--- src/rtl/rtlola_monitor_pkg.sv ---
// Shared types for the RTLola tight-pipeline monitor: stream width, the
// event-queue entry layout and the per-layer pacing bundles.
package rtlola_monitor_pkg;

  localparam int DATA_W = 64;

  typedef logic [DATA_W-1:0] data_t;

  // One queue entry: input values, their presence flags and the periodic deadline.
  typedef struct packed {
    data_t v0;
    data_t v1;
    data_t v2;
    logic  n0;
    logic  n1;
    logic  n2;
    logic  dl;
  } entry_t;

  localparam int ENTRY_W = $bits(entry_t);

  // Pacing decided at layer 0 for every stream of the specification.
  typedef struct packed {
    logic in0;
    logic in1;
    logic in2;
    logic out0;
    logic out1;
    logic out2;
    logic out3;
    logic out4;
  } l0_pacing_t;

  // Pacing carried into layer 1 (out2 evaluated here, out3 still pending).
  typedef struct packed {
    logic out2;
    logic out3;
  } l1_pacing_t;

  // Pacing carried into layer 2 (out3 evaluated here).
  typedef struct packed {
    logic out3;
  } l2_pacing_t;

  // Pacing rules of the fixed specification, applied to one entry.
  function automatic l0_pacing_t pace_of(input entry_t e);
    l0_pacing_t p;
    p.in0  = e.n0;
    p.in1  = e.n1;
    p.in2  = e.n2;
    p.out0 = e.n0 & e.n1;
    p.out1 = e.n1 & e.n2;
    p.out2 = e.n0 & e.n1 & e.n2;
    p.out3 = e.n0 & e.n1 & e.n2;
    p.out4 = e.dl;
    return p;
  endfunction

endpackage

--- src/rtl/rtlola_event_fifo.sv ---
// Event queue for the monitor. push/pop are already qualified by the caller
// (push only when accepted, pop only when non-empty); head is read combinationally.
module rtlola_event_fifo #(
  parameter int DEPTH = 4,
  parameter int WIDTH = 8
) (
  input  logic             clk,
  input  logic             rst_n,
  input  logic             push,
  input  logic             pop,
  input  logic [WIDTH-1:0] din,
  output logic [WIDTH-1:0] dout,
  output logic             full,
  output logic             empty
);

  localparam int AW = $clog2(DEPTH);

  logic [WIDTH-1:0] mem [DEPTH];
  logic [AW-1:0]    wr_ptr;
  logic [AW-1:0]    rd_ptr;
  logic [AW:0]      count;

  assign full  = (count == (AW + 1)'(DEPTH));
  assign empty = (count == '0);
  assign dout  = mem[rd_ptr];

  // Pointer and occupancy bookkeeping; pointers wrap naturally (power-of-two depth).
  always_ff @(posedge clk or negedge rst_n) begin
    // NOTE: sequential state always uses non-blocking assignments so every register samples pre-edge values.
    if (!rst_n) begin
      wr_ptr <= '0;
      rd_ptr <= '0;
      count  <= '0;
    end else begin
      if (push) wr_ptr <= wr_ptr + AW'(1);
      if (pop)  rd_ptr <= rd_ptr + AW'(1);
      case ({push, pop})
        2'b10:   count <= count + (AW + 1)'(1);
        2'b01:   count <= count - (AW + 1)'(1);
        default: count <= count;
      endcase
    end
  end

  // Entry storage.
  always_ff @(posedge clk) begin
    // NOTE: storage is not reset; the empty count guarantees stale words are never consumed.
    if (push) mem[wr_ptr] <= din;
  end

endmodule

--- src/rtl/rtlola_tight_pipeline_monitor.sv ---
// RTLola monitor: inputs and periodic deadlines are queued, then evaluated by a
// three-layer overlapping pipeline (out0/out1/out4, then out2, then out3).
// Build option OUTPUT_HOLD_EN: outputs keep their last evaluated value instead
// of reading 0 while their aktv strobe is low.
module rtlola_tight_pipeline_monitor
  import rtlola_monitor_pkg::*;
#(
  parameter int Q_DEPTH       = 4,
  parameter int PERIOD_CYCLES = 500
) (
  input  logic              clk,
  input  logic              rst_n,
  input  logic              en,
  input  logic [DATA_W-1:0] input_0,
  input  logic [DATA_W-1:0] input_1,
  input  logic [DATA_W-1:0] input_2,
  input  logic              new_input_0,
  input  logic              new_input_1,
  input  logic              new_input_2,
  output logic [DATA_W-1:0] output_0,
  output logic [DATA_W-1:0] output_1,
  output logic [DATA_W-1:0] output_2,
  output logic [DATA_W-1:0] output_3,
  output logic [DATA_W-1:0] output_4,
  output logic              output_0_aktv,
  output logic              output_1_aktv,
  output logic              output_2_aktv,
  output logic              output_3_aktv,
  output logic              output_4_aktv,
  output logic              q_push,
  output logic              q_pop,
  output logic              q_push_valid,
  output logic              q_pop_valid,
  output logic              pacing_in0,
  output logic              pacing_in1,
  output logic              pacing_in2,
  output logic              pacing_out0_0,
  output logic              pacing_out1_0,
  output logic              pacing_out2_0,
  output logic              pacing_out3_0,
  output logic              pacing_out4_0,
  output logic              pacing_out2_1,
  output logic              pacing_out3_1,
  output logic              pacing_out3_2,
  output logic              slide_0
);

  localparam int TW = ($clog2(PERIOD_CYCLES) > 0) ? $clog2(PERIOD_CYCLES) : 1;
  localparam logic [TW-1:0] T_LAST = TW'(PERIOD_CYCLES - 1);

  logic [TW-1:0] tmr;
  logic          deadline;
  logic          q_full, q_empty;
  entry_t        push_entry, head;

  // Layer registers.
  logic       l0_v;
  entry_t     l0_e;
  l0_pacing_t l0_p;
  l1_pacing_t l1_p;
  data_t      l1_o0, l1_v2, l1_hist;
  l2_pacing_t l2_p;
  data_t      l2_o2, l2_hist;

  // Window buckets and out0 history.
  data_t cur, prev, hist;

  // Combinational layer results.
  data_t o0, o1, o2, o3, o4, cur_eff;

  // Output stage, indexed by stream number.
  logic [4:0] stage_p;
  data_t      stage_v [5];
  logic [4:0] aktv_q;
  data_t      val_q   [5];

  // Period timer; frozen while en is low.
  always_ff @(posedge clk or negedge rst_n) begin
    if (!rst_n)  tmr <= '0;
    else if (en) tmr <= (tmr == T_LAST) ? '0 : tmr + TW'(1);
  end

  assign deadline     = en & (tmr == T_LAST);
  assign q_push       = en & (new_input_0 | new_input_1 | new_input_2 | deadline);
  assign q_pop        = en;
  assign q_pop_valid  = en & ~q_empty;
  assign q_push_valid = q_push & (~q_full | q_pop_valid);

  assign push_entry = '{v0: input_0, v1: input_1, v2: input_2,
                        n0: new_input_0, n1: new_input_1, n2: new_input_2,
                        dl: deadline};

  rtlola_event_fifo #(
    .DEPTH (Q_DEPTH),
    .WIDTH (ENTRY_W)
  ) u_fifo (
    .clk   (clk),
    .rst_n (rst_n),
    .push  (q_push_valid),
    .pop   (q_pop_valid),
    .din   (push_entry),
    .dout  (head),
    .full  (q_full),
    .empty (q_empty)
  );

  assign l0_p = l0_v ? pace_of(l0_e) : '0;

  // Layer arithmetic, all wrapping modulo 2^DATA_W.
  always_comb begin
    // NOTE: every combinational output gets a value on every path, so no latch is inferred.
    cur_eff = cur + (l0_e.n0 ? l0_e.v0 : '0);
    o0      = l0_e.v0 + l0_e.v1;
    o1      = l0_e.v1 + l0_e.v2;
    o4      = cur_eff + prev;
    o2      = l1_o0 + l1_v2;
    o3      = l2_o2 + l2_hist;
    stage_p = {l0_p.out4, l2_p.out3, l1_p.out2, l0_p.out1, l0_p.out0};
    stage_v[0] = o0;
    stage_v[1] = o1;
    stage_v[2] = o2;
    stage_v[3] = o3;
    stage_v[4] = o4;
  end

  // Pipeline advance: pop into layer 0, then layers 1 and 2; history sampled before update.
  always_ff @(posedge clk or negedge rst_n) begin
    if (!rst_n) begin
      l0_v    <= 1'b0;
      l0_e    <= '0;
      l1_p    <= '0;
      l1_o0   <= '0;
      l1_v2   <= '0;
      l1_hist <= '0;
      l2_p    <= '0;
      l2_o2   <= '0;
      l2_hist <= '0;
      cur     <= '0;
      prev    <= '0;
      hist    <= '0;
    end else if (en) begin
      l0_v <= q_pop_valid;
      if (q_pop_valid) l0_e <= head;
      l1_p    <= '{out2: l0_p.out2, out3: l0_p.out3};
      l1_o0   <= o0;
      l1_v2   <= l0_e.v2;
      l1_hist <= hist;
      l2_p    <= '{out3: l1_p.out3};
      l2_o2   <= o2;
      l2_hist <= l1_hist;
      if (l0_p.out0) hist <= o0;
      if (l0_v) begin
        if (l0_e.dl) begin
          prev <= cur_eff;
          cur  <= '0;
        end else begin
          cur  <= cur_eff;
        end
      end
    end
  end

  // Output registers: strobe every evaluation, capture value when evaluated.
  always_ff @(posedge clk or negedge rst_n) begin
    if (!rst_n) begin
      aktv_q <= '0;
      for (int i = 0; i < 5; i++) val_q[i] <= '0;
    end else if (en) begin
      aktv_q <= stage_p;
      for (int i = 0; i < 5; i++) if (stage_p[i]) val_q[i] <= stage_v[i];
    end
  end

  assign output_0_aktv = en & aktv_q[0];
  assign output_1_aktv = en & aktv_q[1];
  assign output_2_aktv = en & aktv_q[2];
  assign output_3_aktv = en & aktv_q[3];
  assign output_4_aktv = en & aktv_q[4];

`ifdef OUTPUT_HOLD_EN
  assign output_0 = val_q[0];
  assign output_1 = val_q[1];
  assign output_2 = val_q[2];
  assign output_3 = val_q[3];
  assign output_4 = val_q[4];
`else
  assign output_0 = output_0_aktv ? val_q[0] : '0;
  assign output_1 = output_1_aktv ? val_q[1] : '0;
  assign output_2 = output_2_aktv ? val_q[2] : '0;
  assign output_3 = output_3_aktv ? val_q[3] : '0;
  assign output_4 = output_4_aktv ? val_q[4] : '0;
`endif

  assign pacing_in0    = en & l0_p.in0;
  assign pacing_in1    = en & l0_p.in1;
  assign pacing_in2    = en & l0_p.in2;
  assign pacing_out0_0 = en & l0_p.out0;
  assign pacing_out1_0 = en & l0_p.out1;
  assign pacing_out2_0 = en & l0_p.out2;
  assign pacing_out3_0 = en & l0_p.out3;
  assign pacing_out4_0 = en & l0_p.out4;
  assign slide_0       = en & l0_p.out4;
  assign pacing_out2_1 = en & l1_p.out2;
  assign pacing_out3_1 = en & l1_p.out3;
  assign pacing_out3_2 = en & l2_p.out3;

endmodule

--- config.mk ---
export PLATFORM = sky130hd
export DESIGN_NAME = rtlola_tight_pipeline_monitor
export DESIGN_NICKNAME = d
export VERILOG_FILES = /design/src/rtl/rtlola_monitor_pkg.sv /design/src/rtl/rtlola_event_fifo.sv /design/src/rtl/rtlola_tight_pipeline_monitor.sv
export SDC_FILE = /design/constraint.sdc
export NUM_CORES = 2
export LEC_CHECK = 0
export CORE_MARGIN = 10
export CORE_UTILIZATION = 60
export CTS_BUF_LIST = sky130_fd_sc_hd__clkbuf_16
export CTS_CLUSTER_SIZE = 40
export DETAILED_ROUTE_END_ITERATION = 7
export PLACE_DENSITY = 0.82
export SYNTH_ARGS = -nofsm -noshare
export SYNTH_HDL_FRONTEND = slang
export SYNTH_SLANG_ARGS = --single-unit
--- constraint.sdc ---
create_clock -name clk -period 7.9 [get_ports clk]
set_input_delay 0.79 -clock clk [delete_from_list [all_inputs] [get_ports clk]]
set_output_delay 0.79 -clock clk [all_outputs]
set_load 0.01 [all_outputs]
==> flow_summary.toml <==
[yosys]
syn_area_um2 = 89200
ys.flop_type = "dfrtp_1"
synth-seq-cells = 1771
synth-warning-count = 0
post-synth-top-area-cell = "dfrtp_1"
async_reset_ff_share_pct = 55.7
synth_common_cells = "nand2_1 (1,283), dfrtp_1 (987), edfxtp_1 (784)"
syn_inst = 7728
yosysSeqAreaShare_pct = 54.1
synthesis.nets = 8317
synth_top_cell_area_share_pct = 27.7
synth_most_common_cell = "nand2_1"
synth_edf_count = 784
postSynthAreaPerCell_um2 = 11.5
yosysUniqueCellTypes = 90
yosys-top-cells-area = "dfrtp_1 (28%), edfxtp_1 (26%), nand2_1 (5.4%)"

[timing]
final.setup.tns_ns = 0
slew_violations = 0
tightest_slew_ns = 1.25
relSlewSlack_pct = 16.4
period_share_pct = 87.7
setup_viol = 0
period_minus_slack_ns = 6.93
holdWs_ns = 0.433
finalHoldViolations = 0
skew_ns = 0.0475
fin_ws_ns = 0.969
rsz0062_at_grt = "no"
max_freq_mhz = 144

[clock_network]
cts_tree = "yes"
clkSlewWorstSetupHoldPaths_ns = 0.06
clockRootBuffer = "clkbuf_16"
ctsHtreeMaxLevel = 4
cts_resized = 0
insertion_delay_ns = 0.84
cts.sinks = 1771
ctsHoldBuffers = 1
post_cts_buffers = 0
cts_buffer_depth = 3
numCtsBuffers = 178

[critical_path]
end_kind = "flop"
cp_max_fo = 18
cp.arrival_ns = 7.61
crit_path_start = "l0_e[3]"
critPathRequiredTime_ns = 8.58
r2r-end = "val_q[63]"
reg2reg_from = "l0_e[3]"
ff2ff_path_depth = 26
crit_path_end = "val_q[63]"
cp-start-kind = "flop"
critPathKind = "flop to flop"
r2r_slack_ns = 0.97

[finish]
stdcell_area_um2 = 102000
drive_gt1_share_pct = 12.1
fin_nets = 8652
synthToLayoutAreaGrowth_pct = 14.2
register_area_um2 = 48300
final_cells = 10149
fillers = 10445
multi_input_area_um2 = 38800

[place]
gp_congestion = 0.957
dp.cells = 9812
dp_hpwl_um = 209000
port_buffers = 538
placed_area_um2 = 96000
dp_worst_setup_slack_ns = 1.06

[global_route]
antenna_found_initial = 39
grt_pass1_vias = 64240
grt_max_degree = 171
grt_pass1_wl_um = 425000
gr-total-overflow = 0
grt_usage_pct = 34.5

[detailed_routing]
ant_nets = 0
route.vias.total = 66092
drt_iter0_drc = 8216
drt_pass1_iterations = 8
drc = 0
wl_per_cell_um = 28.5
routed_wl_um = 289000
avgViaCountPerCell = 6.51

[floorplan]
die_x_um = 405
initial_utilization_pct = 60.4
die_h_um = 405
dieArea_um2 = 164000
num_rows = 141
coreArea_um2 = 148000
io_pins = 539

[power]
irDropWorstVdd_uv = 324
power_density_nw_per_um2 = 498
p_leak_nw = 44.4

[flow_run]
maxCapViolCount = 0

[run_status]
status = "completed"

[worst_hold_path]
hold_class = "input port to flop"
## layout make-up
| type | instances | share of cell area [%] |
|---|---|---|
| Sequential cell | 1771 | 47.4 |
| Multi-Input combinational cell | 5385 | 38.1 |
| Timing Repair Buffer | 613 | 5.99 |
| Clock buffer | 180 | 4.42 |
| Tap cell | 1930 | 2.37 |
| Clock inverter | 144 | 1.26 |
| Inverter | 114 | 0.425 |
| Antenna cell | 12 | 0.0295 |
## sequential cells by signal (all words and copies together), names as in the netlist
name / flops
prev: 64
val_q: 320
u_fifo.count: 3
cur: 64
l2_o2: 64
l2_hist: 64
l0_e: 196
l1_hist: 64
l1_p: 1
u_fifo.mem: 784
l0_v: 1
l1_v2: 64
u_fifo.rd_ptr: 2
u_fifo.wr_ptr: 2
tmr: 9
l1_o0: 64
aktv_q: 5
## through the flow
step / power (W) / utilization (%)
floorplan: 0.0321 / -
global placement: 0.0409 / 65.0
detailed placement: 0.0414 / 65.0
CTS: 0.0501 / 68.9
global route: 0.0532 / 68.9
finish: 0.0507 / 69.0
## cell usage in the layout, fill, tap and decap left out, types with 42 or more instances in the layout
master / Yosys / routed
nand3_1: 77 / 77
xnor2_1: 220 / 220
and2_1: 90 / 90
a21oi_1: 422 / 422
clkbuf_16: 0 / 180
nor2b_1: 42 / 42
inv_1: 109 / 156
dfrtp_1: 987 / 982
nand4_1: 118 / 118
a22o_1: 58 / 58
ha_1: 384 / 384
and3_1: 366 / 362
nor2_1: 213 / 212
buf_4: 5 / 63
o21a_1: 42 / 42
xor2_1: 149 / 149
mux4_2: 196 / 196
edfxtp_1: 784 / 784
clkdlybuf4s50_1: 0 / 536
nor3_1: 53 / 53
a31oi_1: 54 / 54
mux2_2: 418 / 418
nand2_1: 1283 / 1279
a21o_1: 289 / 289
o21ai_0: 411 / 411
o21bai_1: 77 / 77
## report_power, final
part / internal [W] / total [W] / switching [W]
combinational: 0.00996 / 0.0262 / 0.0162
sequential: 0.0129 / 0.0160 / 0.00318
clock: 0.00469 / 0.00844 / 0.00375
## worst max-delay path, stage by stage, from the launching register on
cell	delay, ns
dfrtp_1	0.57
and2_1	0.24
ha_1	0.22
fa_1	0.46
a211oi_1	0.27
o21bai_1	0.14
o211ai_1	0.25
nand2_1	0.13
a211o_1	0.40
a21oi_1	0.23
o21ai_0	0.12
a21o_1	0.21
a21oi_1	0.18
xor2_1	0.29
inv_1	0.08
ha_1	0.48
nand3_1	0.12
nor3_1	0.32
a21boi_0	0.22
a21boi_1	0.30
o21a_1	0.29
a41o_1	0.29
a2111oi_4	0.10
o31ai_1	0.45
a221oi_2	0.12
xnor3_1	0.23
o21ai_1	0.06
## logic make-up after synthesis
family / after synthesis / share of synthesized area [%]
AO/OA/AOI/OAI: 1646 / 11.7
AND/OR/NAND/NOR: 2361 / 12.3
buffers and inverters: 572 / 2.46
multiplexers: 617 / 10.3
flip-flops: 1771 / 54.1
XOR/XNOR: 370 / 3.65
adder cells (fa/ha/maj): 391 / 5.55
## worst min path at each step
stage,start,end,cells past startpoint,slack [ns]
after floorplan,val_q[9],val_q[9],2,0.43
after global placement,val_q[229],val_q[229],2,0.45
after detailed placement,val_q[36],val_q[36],2,0.46
after CTS,en,l2_hist[63],2,0.38
after global routing,en,l2_hist[63],2,0.42
final,en,l2_hist[63],2,0.43
## layer usage
layer  wire length [µm]  GRT usage, %  up-vias
met1             119000          48.9    32978
met5                264             0        -
met3              28800          7.44      545
met2             131000          53.3     3639
met4              10600          11.0       30
li1                   -             -    28900
Power figures use the tool's default switching activity.
